[src/rtl/i2c_master.sv]
// Single-transaction I2C initiator: START, 7-bit address + R/W, one data byte, ACK handling, STOP.
// SCL/SDA are open-drain outputs: *_oe=1 pulls the line low, 0 releases it to the pull-up.
module i2c_master #(
  parameter int unsigned CLK_DIV = 250
) (
  input  logic       sys_clk,
  input  logic       sys_rst,
  input  logic       start,
  input  logic       rw,
  input  logic [6:0] addr,
  input  logic [7:0] wdata,
  input  logic       sda_i,
  output logic       scl_oe,
  output logic       sda_oe,
  output logic       busy,
  output logic       done,
  output logic       ack_err,
  output logic [7:0] rdata
);

  localparam int unsigned CW = $clog2(CLK_DIV);

  typedef enum logic [2:0] {
    S_IDLE, S_START, S_ADDR, S_AACK, S_DATA, S_DACK, S_STOP
  } state_e;

  state_e        state_q,   state_d;
  logic [CW-1:0] cnt_q,     cnt_d;
  logic [1:0]    qtr_q,     qtr_d;
  logic [2:0]    bit_q,     bit_d;
  logic          rw_q,      rw_d;
  logic [6:0]    addr_q,    addr_d;
  logic [7:0]    wdata_q,   wdata_d;
  logic [7:0]    rdata_q,   rdata_d;
  logic          ack_err_q, ack_err_d;
  logic          busy_q,    busy_d;
  logic          done_q,    done_d;
  logic          scl_oe_q,  scl_oe_d;
  logic          sda_oe_q,  sda_oe_d;
  logic          tick;
  logic [7:0]    addr_byte;

  assign tick      = (state_q != S_IDLE) && (cnt_q == CW'(CLK_DIV - 1));
  assign addr_byte = {addr_q, rw_q};

  // Next-state logic: every phase advance is gated by the quarter tick.
  always_comb begin
    // NOTE: every _d gets its hold value first so no path through the case infers a latch.
    state_d   = state_q;
    qtr_d     = qtr_q;
    bit_d     = bit_q;
    rw_d      = rw_q;
    addr_d    = addr_q;
    wdata_d   = wdata_q;
    rdata_d   = rdata_q;
    ack_err_d = ack_err_q;
    busy_d    = busy_q;
    done_d    = 1'b0;
    cnt_d     = (state_q == S_IDLE || tick) ? '0 : cnt_q + CW'(1);
    if (tick) qtr_d = qtr_q + 2'd1;

    case (state_q)
      S_IDLE: begin
        if (start) begin
          state_d   = S_START;
          qtr_d     = '0;
          bit_d     = 3'd7;
          rw_d      = rw;
          addr_d    = addr;
          wdata_d   = wdata;
          ack_err_d = 1'b0;
          busy_d    = 1'b1;
        end
      end
      S_START: begin
        if (tick && qtr_q == 2'd1) begin
          state_d = S_ADDR;
          qtr_d   = '0;
        end
      end
      S_ADDR: begin
        // bit index wraps 0 -> 7, leaving it ready for the data byte
        if (tick && qtr_q == 2'd3) begin
          if (bit_q == 3'd0) state_d = S_AACK;
          bit_d = bit_q - 3'd1;
        end
      end
      S_AACK: begin
        if (tick && qtr_q == 2'd2 && sda_i) ack_err_d = 1'b1;
        if (tick && qtr_q == 2'd3) state_d = ack_err_q ? S_STOP : S_DATA;
      end
      S_DATA: begin
        if (tick && qtr_q == 2'd2 && rw_q) rdata_d = {rdata_q[6:0], sda_i};
        if (tick && qtr_q == 2'd3) begin
          if (bit_q == 3'd0) state_d = S_DACK;
          bit_d = bit_q - 3'd1;
        end
      end
      S_DACK: begin
        if (tick && qtr_q == 2'd2 && !rw_q && sda_i) ack_err_d = 1'b1;
        if (tick && qtr_q == 2'd3) state_d = S_STOP;
      end
      S_STOP: begin
        if (tick && qtr_q == 2'd2) begin
          state_d = S_IDLE;
          qtr_d   = '0;
          busy_d  = 1'b0;
          done_d  = 1'b1;
        end
      end
      default: state_d = S_IDLE;
    endcase
  end

  // Pad drive for the upcoming quarter, registered so the open-drain pins never glitch.
  always_comb begin
    scl_oe_d = 1'b0;
    sda_oe_d = 1'b0;
    case (state_d)
      S_START: begin
        scl_oe_d = (qtr_d == 2'd1);
        sda_oe_d = 1'b1;
      end
      S_ADDR: begin
        scl_oe_d = ~qtr_d[1];
        sda_oe_d = ~addr_byte[bit_d];
      end
      S_AACK, S_DACK: scl_oe_d = ~qtr_d[1];
      S_DATA: begin
        scl_oe_d = ~qtr_d[1];
        sda_oe_d = ~rw_q & ~wdata_q[bit_d];
      end
      S_STOP: begin
        scl_oe_d = (qtr_d == 2'd0);
        sda_oe_d = (qtr_d != 2'd2);
      end
      default: ;
    endcase
  end

  always_ff @(posedge sys_clk) begin
    // NOTE: non-blocking assignments so every register samples the pre-edge values.
    if (sys_rst) begin
      state_q   <= S_IDLE;
      cnt_q     <= '0;
      qtr_q     <= '0;
      bit_q     <= '0;
      rw_q      <= 1'b0;
      addr_q    <= '0;
      wdata_q   <= '0;
      rdata_q   <= '0;
      ack_err_q <= 1'b0;
      busy_q    <= 1'b0;
      done_q    <= 1'b0;
      scl_oe_q  <= 1'b0;
      sda_oe_q  <= 1'b0;
    end else begin
      state_q   <= state_d;
      cnt_q     <= cnt_d;
      qtr_q     <= qtr_d;
      bit_q     <= bit_d;
      rw_q      <= rw_d;
      addr_q    <= addr_d;
      wdata_q   <= wdata_d;
      rdata_q   <= rdata_d;
      ack_err_q <= ack_err_d;
      busy_q    <= busy_d;
      done_q    <= done_d;
      scl_oe_q  <= scl_oe_d;
      sda_oe_q  <= sda_oe_d;
    end
  end

  assign scl_oe  = scl_oe_q;
  assign sda_oe  = sda_oe_q;
  assign busy    = busy_q;
  assign done    = done_q;
  assign ack_err = ack_err_q;
  assign rdata   = rdata_q;

endmodule

[config.mk]
export PLATFORM = sky130hd
export DESIGN_NAME = i2c_master
export DESIGN_NICKNAME = d
export VERILOG_FILES = /design/src/rtl/i2c_master.sv
export SDC_FILE = /design/constraint.sdc
export NUM_CORES = 1
export LEC_CHECK = 0
export ABC_AREA = 1
export CORE_MARGIN = 2
export CORE_UTILIZATION = 49
export CTS_CLUSTER_DIAMETER = 200
export DETAILED_ROUTE_END_ITERATION = 8
export PLACE_DENSITY = 0.78
export SYNTH_ARGS = -nofsm -noshare
export SYNTH_HDL_FRONTEND = slang
export SYNTH_SLANG_ARGS = --single-unit
[constraint.sdc]
create_clock -name sys_clk -period 1.7 [get_ports sys_clk]
set_input_delay 0.34 -clock sys_clk [delete_from_list [all_inputs] [get_ports sys_clk]]
set_output_delay 0.34 -clock sys_clk [all_outputs]
set_load 0.02 [all_outputs]
# Word-level counts from Yosys, hierarchy flattened
# Cells that the tools add are included.
# Widths: inputs -> output; s select.
# classes
addsub	3
n_lt_le_gt_ge	1
n_eq_ne	22
muxes	33
bitwise	6
reduce_logical	24
# op_table
operator	count
$mux 3	11
$pmux 3 s7	1
$eq 3x3->1 const B	6
$eq 3x2->1 const B	4
$mux 2	5
$ne 2x2->1 const B	5
$add 8x1->8 const B	1
$eq 8x8->1 const B	1
$logic_and 1x1->1	8
$mux 1	8
$bmux 1 s3	2
$eq 3x1->1 const B	2
$logic_not 3->1	2
$pmux 1 s3	2
$pmux 2 s3	1
$pmux 3 s2	1
$reduce_bool 3->1	2
$reduce_or 2->1	3
$not 1->1	5
$eq 2x1->1 const B	2
$eq 2x2->1 const B	2
$lt 3x4->1 const B	1
$pmux 1 s4	1
$reduce_and 2->1	2
11 further kinds	11
# word_totals
ff_bits	45
inputBits	20

# Logic depth before layout (Yosys ltp)
# depth
ltp_word	10
ltp_mapped	18

# Worst setup path after synthesis
# No wires, ideal clock.
# synth_timing
kind	register to register
start	register cnt_q[0]
end	register sda_oe_q, in the netlist sda_oe
setup_ps	109
arrival_ps	1685
required_time_ps	1591
path_slack_ps	-94
stages_incl_launch_ff	17
path_buffers	0
path_cell_list	dfxtp_1 > ha_1 > nand2_1 > nor2_2 > nand3_4 > nor2_4 > nand3_2 > nand2_4 > nand2_4 > nand2_1 > nand3_1 > nand2_1 > nand2_1 > nand3_1 > nand3_1 > nand2_1 > inv_1
# synth_via
elab_chain_len	10
word_cells_on_any_way	32
# synth_rtl
element	line_no	rtl
start: declaration	28	logic [CW-1:0] cnt_q, cnt_d;
start signal: assignment	159	cnt_q <= cnt_d;
$eq 8x8->1 (*)	43	assign tick = (state_q != S_IDLE) && (cnt_q == CW'(CLK_DIV - 1));
$logic_and 1x1->1 (*)	43	
$logic_and 1x1->1	n/a	
$mux 3	83, 94	
$pmux 3 s2	62	case (state_q)
$bmux 1 s3	131	sda_oe_d = ~rw_q & ~wdata_q[bit_d];
$mux 1 (not written as such)	131	
$not 1->1	131	
$and 1x1->1	131	
$pmux 1 s4 (*)	119	case (state_d)
end signal: assignment	170	sda_oe_q <= sda_oe_d;
end: declaration	39	logic sda_oe_q, sda_oe_d;
# Every way passes the cells marked *; elsewhere a longest branch is shown, timed or not. The select of a mux whose other input is x is not followed.
# A chain may end at the register's enable or synchronous reset.

# Final worst setup path
# layout_timing
start	register cnt_q[1]
end	register sda_oe_q, in the netlist sda_oe
# The elaborated chain is that of the path after synthesis.

==> impl_metrics.csv <==
group,metric,value,unit
sta,hold_viol,0,
sta,layout_min_cycle_time,2090,ps
worst_setup_path,crit_start,"cnt_q[1]",
global_route,antenna_found_initial,0,
finish,layout_commonest_cell,"inv_1",
sta,rsz0062_at_grt,"true",
power,peakVddDrop,546,uV
worst_setup_path,critPathArrivalTime,2350,ps
worst_setup_path,reg2regPathDepth,16,
sta,setup_ws,-391,ps
power,leakage,1.49,nW
power,p_per_area,708,mW/mm2
logic_synthesis,ys_types,37,
logic_synthesis,ys_seq_area_share,38.7,%
clock_tree,cts.path.max_buffers,2,
clock_tree,clkSlewWorstSetupHoldPaths,90,ps
worst_setup_path,ff2ff_setup_slack,-390,ps
finish,fillCellCount,320,
power,p_int,1.75,mW
finish,area_growth,45.8,%
worst_setup_path,crit_type,"flip-flop to flip-flop",
global_route,grt_usage,23.0,%
placement,port_buffers,32,
routing,ant_nets,0,
floorplanning,die_h,72.9,um
sta,final-max-slew-violation-count,0,
power,switching_share,27.0,%
floorplanning,start_util,49.9,%
logic_synthesis,async_flop_share,0,%
logic_synthesis,ys_warn_count,0,
finish,seqCellArea,903,um2
power,switchingPower,0.649,mW
clock_tree,cts_tree,"done",
logic_synthesis,syn_nets,352,
logic_synthesis,syn_area_per_cell,7.16,um2
sta,tightest_slew,642,ps
finish,num_antenna_cells,0,
logic_synthesis,mappedNetlistArea,0.00233,mm2
clock_tree,cts_sinks,45,
sta,skew,8.61,ps
worst_setup_path,timing.rr.start,"cnt_q[1]",
power,comb_power_share,16.9,%
sta,fin_crit_sh,123,%
sta,setup_violations,13,
worst_setup_path,crit_slowest_cell,"dfxtp_2",
logic_synthesis,synth_seq_cells,45,
worst_setup_path,r2r-end,"sda_oe",
routing,drt_wl_total,6760,um
clock_tree,h-tree-depth,2,
logic_synthesis,synthCells,325,
logic_synthesis,synth_edf_count,0,
finish,multi_input_area,0.00136,mm2
routing,detail_route.wl_per_cell,14.8,um
floorplanning,floorplan.rows,25,
clock_tree,numCtsBuffers,5,
worst_setup_path,cp_common_cell,"nand2_1",
clock_tree,cts-root-buf,"clkbuf_8",
routing,drt-vias-per-instance,5.31,
worst_hold_path,hp-class,"flip-flop to flip-flop",
worst_setup_path,crit_fanout,6,
clock_tree,clock_latency,310,ps
worst_setup_path,crit_required,1960,ps
worst_setup_path,path_delay_family,"simple AND/OR/NAND/NOR gates",
routing,drt_iter0_drc,228,
global_route,grt_pass1_wl,9520,um
worst_setup_path,cp.depth,16,
power,p_seq_share,46.6,%
floorplanning,ioPinCount,33,
worst_setup_path,crit_buf_inv,3,
worst_setup_path,critPathMaxStageDelay,330,ps
placement,post-dp-hpwl,3910,um
finish,drive_gt1_share,28.1,%
worst_setup_path,startpoint_type,"flip-flop",
worst_setup_path,crit_end,"sda_oe",
sta,fin_hold_ws,460,ps
sta,fmax,0.478,GHz
global_route,grt_overflow,0,
routing,num_vias,2422,
routing,drtPass1Iterations,5,
flow_run,drv_cap,0,
run_status,status,"complete, but fails checks",
floorplanning,die_w,72.9,um
power,clkPwrFrac,36.4,%
finish,post-route-util,72.8,%
finish,final_cell_mix,"inv_1, dfxtp_1, nand2_1",
worst_setup_path,cp_cell_sequence,"inv_2 > ha_4 > nand2_4 > nor2_4 > nand3_4 > nor2_4 > inv_2 > nand2_2 > nand2_2 > a21oi_4 > nand2_1 > nor2_1 > nand2_1 > nand3_1 > nand2_1 > inv_1",
floorplanning,core_area,0.00466,mm2
worst_setup_path,crit_path_end_kind,"flip-flop",
logic_synthesis,ys.flop_type,"dfxtp_1",
run_status,violations,"negative setup slack",
placement,gp_congestion,0.970,
floorplanning,dieArea,0.00532,mm2
finish,final_nets,428,
routing,drc,0,
global_route,grt_max_degree,28,
sta,max_slew_margin,57.2,%
global_route,grt_pass1_vias,2107,
==> metal layers <==
metal | wire length [um] | global-route usage (%) | part of all wire [%] | vias up
li1 | - | - | - | 1193
met1 | 2840 | 30.4 | 42 | 1124
met2 | 3380 | 37.8 | 50 | 89
met3 | 394 | 3.87 | 5.8 | 16
met4 | 137 | 8.44 | 2.0 | 0
met5 | 0 | 0 | 0 | -
==> cells in the mapped netlist, types with 3 or more instances <==
cell type | count | share of area, %
nand2_2 | 3 | 0.81
o21ai_0 | 28 | 6.0
xor2_1 | 3 | 1.1
clkbuf_1 | 5 | 0.81
a21oi_1 | 23 | 4.9
ha_1 | 7 | 3.8
inv_2 | 5 | 0.81
nor2_1 | 33 | 5.3
nand2_4 | 4 | 1.9
nor3_1 | 3 | 0.64
nand3_1 | 30 | 6.5
nor4_1 | 8 | 2.2
dfxtp_1 | 45 | 39
nand2_1 | 50 | 8.1
inv_1 | 49 | 7.9
==> sequential cells by signal, summed over array words and instances (netlist names), 2 cells and up <==
register,count
addr_q,7
cnt_q,8
qtr_q,2
bit_q,3
rdata,8
wdata_q,8
state_q,3
==> power groups by stage <==
stage / clock network [mW] / logic [mW] / registers (mW)
2_1_floorplan: 0 / 0.211 / 1.15
3_3_place_gp: 0 / 0.345 / 1.14
3_5_place_dp: 0 / 0.353 / 1.14
4_1_cts: 0.874 / 0.377 / 1.12
5_1_grt: 0.924 / 0.441 / 1.12
6_report: 0.875 / 0.407 / 1.12
==> cells by family (layout without fill, tap and decap cells) <==
| group | after synthesis | count (layout) | share of synthesized area (%) |
|---|---|---|---|
| buffers and inverters | 64 | 141 | 10.6 |
| xor gates and xnor gates | 4 | 4 | 1.51 |
| and+or+nand+nor | 149 | 149 | 32.6 |
| AOI/OAI and AO/OA | 56 | 56 | 12.8 |
| adders and majority gates | 7 | 7 | 3.76 |
| DFF | 45 | 45 | 38.7 |
==> worst min-delay path: stages, from the launching register on <==
cell     delay (ps)
dfxtp_1         300
inv_1            60
a21oi_1          50
==> worst min path at each step <==
stage / start / to / slack, ps / cells past startpoint
2_1_floorplan: addr_q[4] / addr_q[4] / 430 / 2
3_3_place_gp: wdata_q[2] / wdata_q[2] / 440 / 2
3_5_place_dp: wdata_q[5] / wdata_q[5] / 450 / 2
4_1_cts: wdata_q[5] / wdata_q[5] / 460 / 2
5_1_grt: wdata_q[7] / wdata_q[7] / 490 / 2
6_report: wdata_q[1] / wdata_q[1] / 460 / 2
==> metrics by stage <==
| stage | TNS, ps | setup WS [ps] | std cells | total power, mW | area (um2) |
|---|---|---|---|---|---|
| after global placement | -572 | -222 | 443 | 1.49 | 3010 |
| final | -1140 | -391 | 456 | 2.40 | 3390 |
| after floorplan | -52.3 | -52.3 | 325 | 1.36 | 2350 |
| after CTS | -432 | -269 | 455 | 2.37 | 3220 |
| after detailed placement | -833 | -280 | 443 | 1.50 | 3010 |
| after global routing | -2490 | -533 | 456 | 2.49 | 3390 |
==> timing repair <==
action,CTS,global route
pin swaps,12,19
setup buffers,5,3
endpoints found under the setup margin,11,22
hold endpoints to repair,0,0
resized for setup,18,37
hold buffers,0,0
==> cell type report <==
type	count	share of cell area [%]
clock buffers	6	2.43
multi-input cells	216	40.0
repair buffers	78	21.3
well taps	54	1.99
flip-flops and latches	45	26.6
clock inverters	2	1.11
inverters	55	6.45
Power figures use the tool's default switching activity.
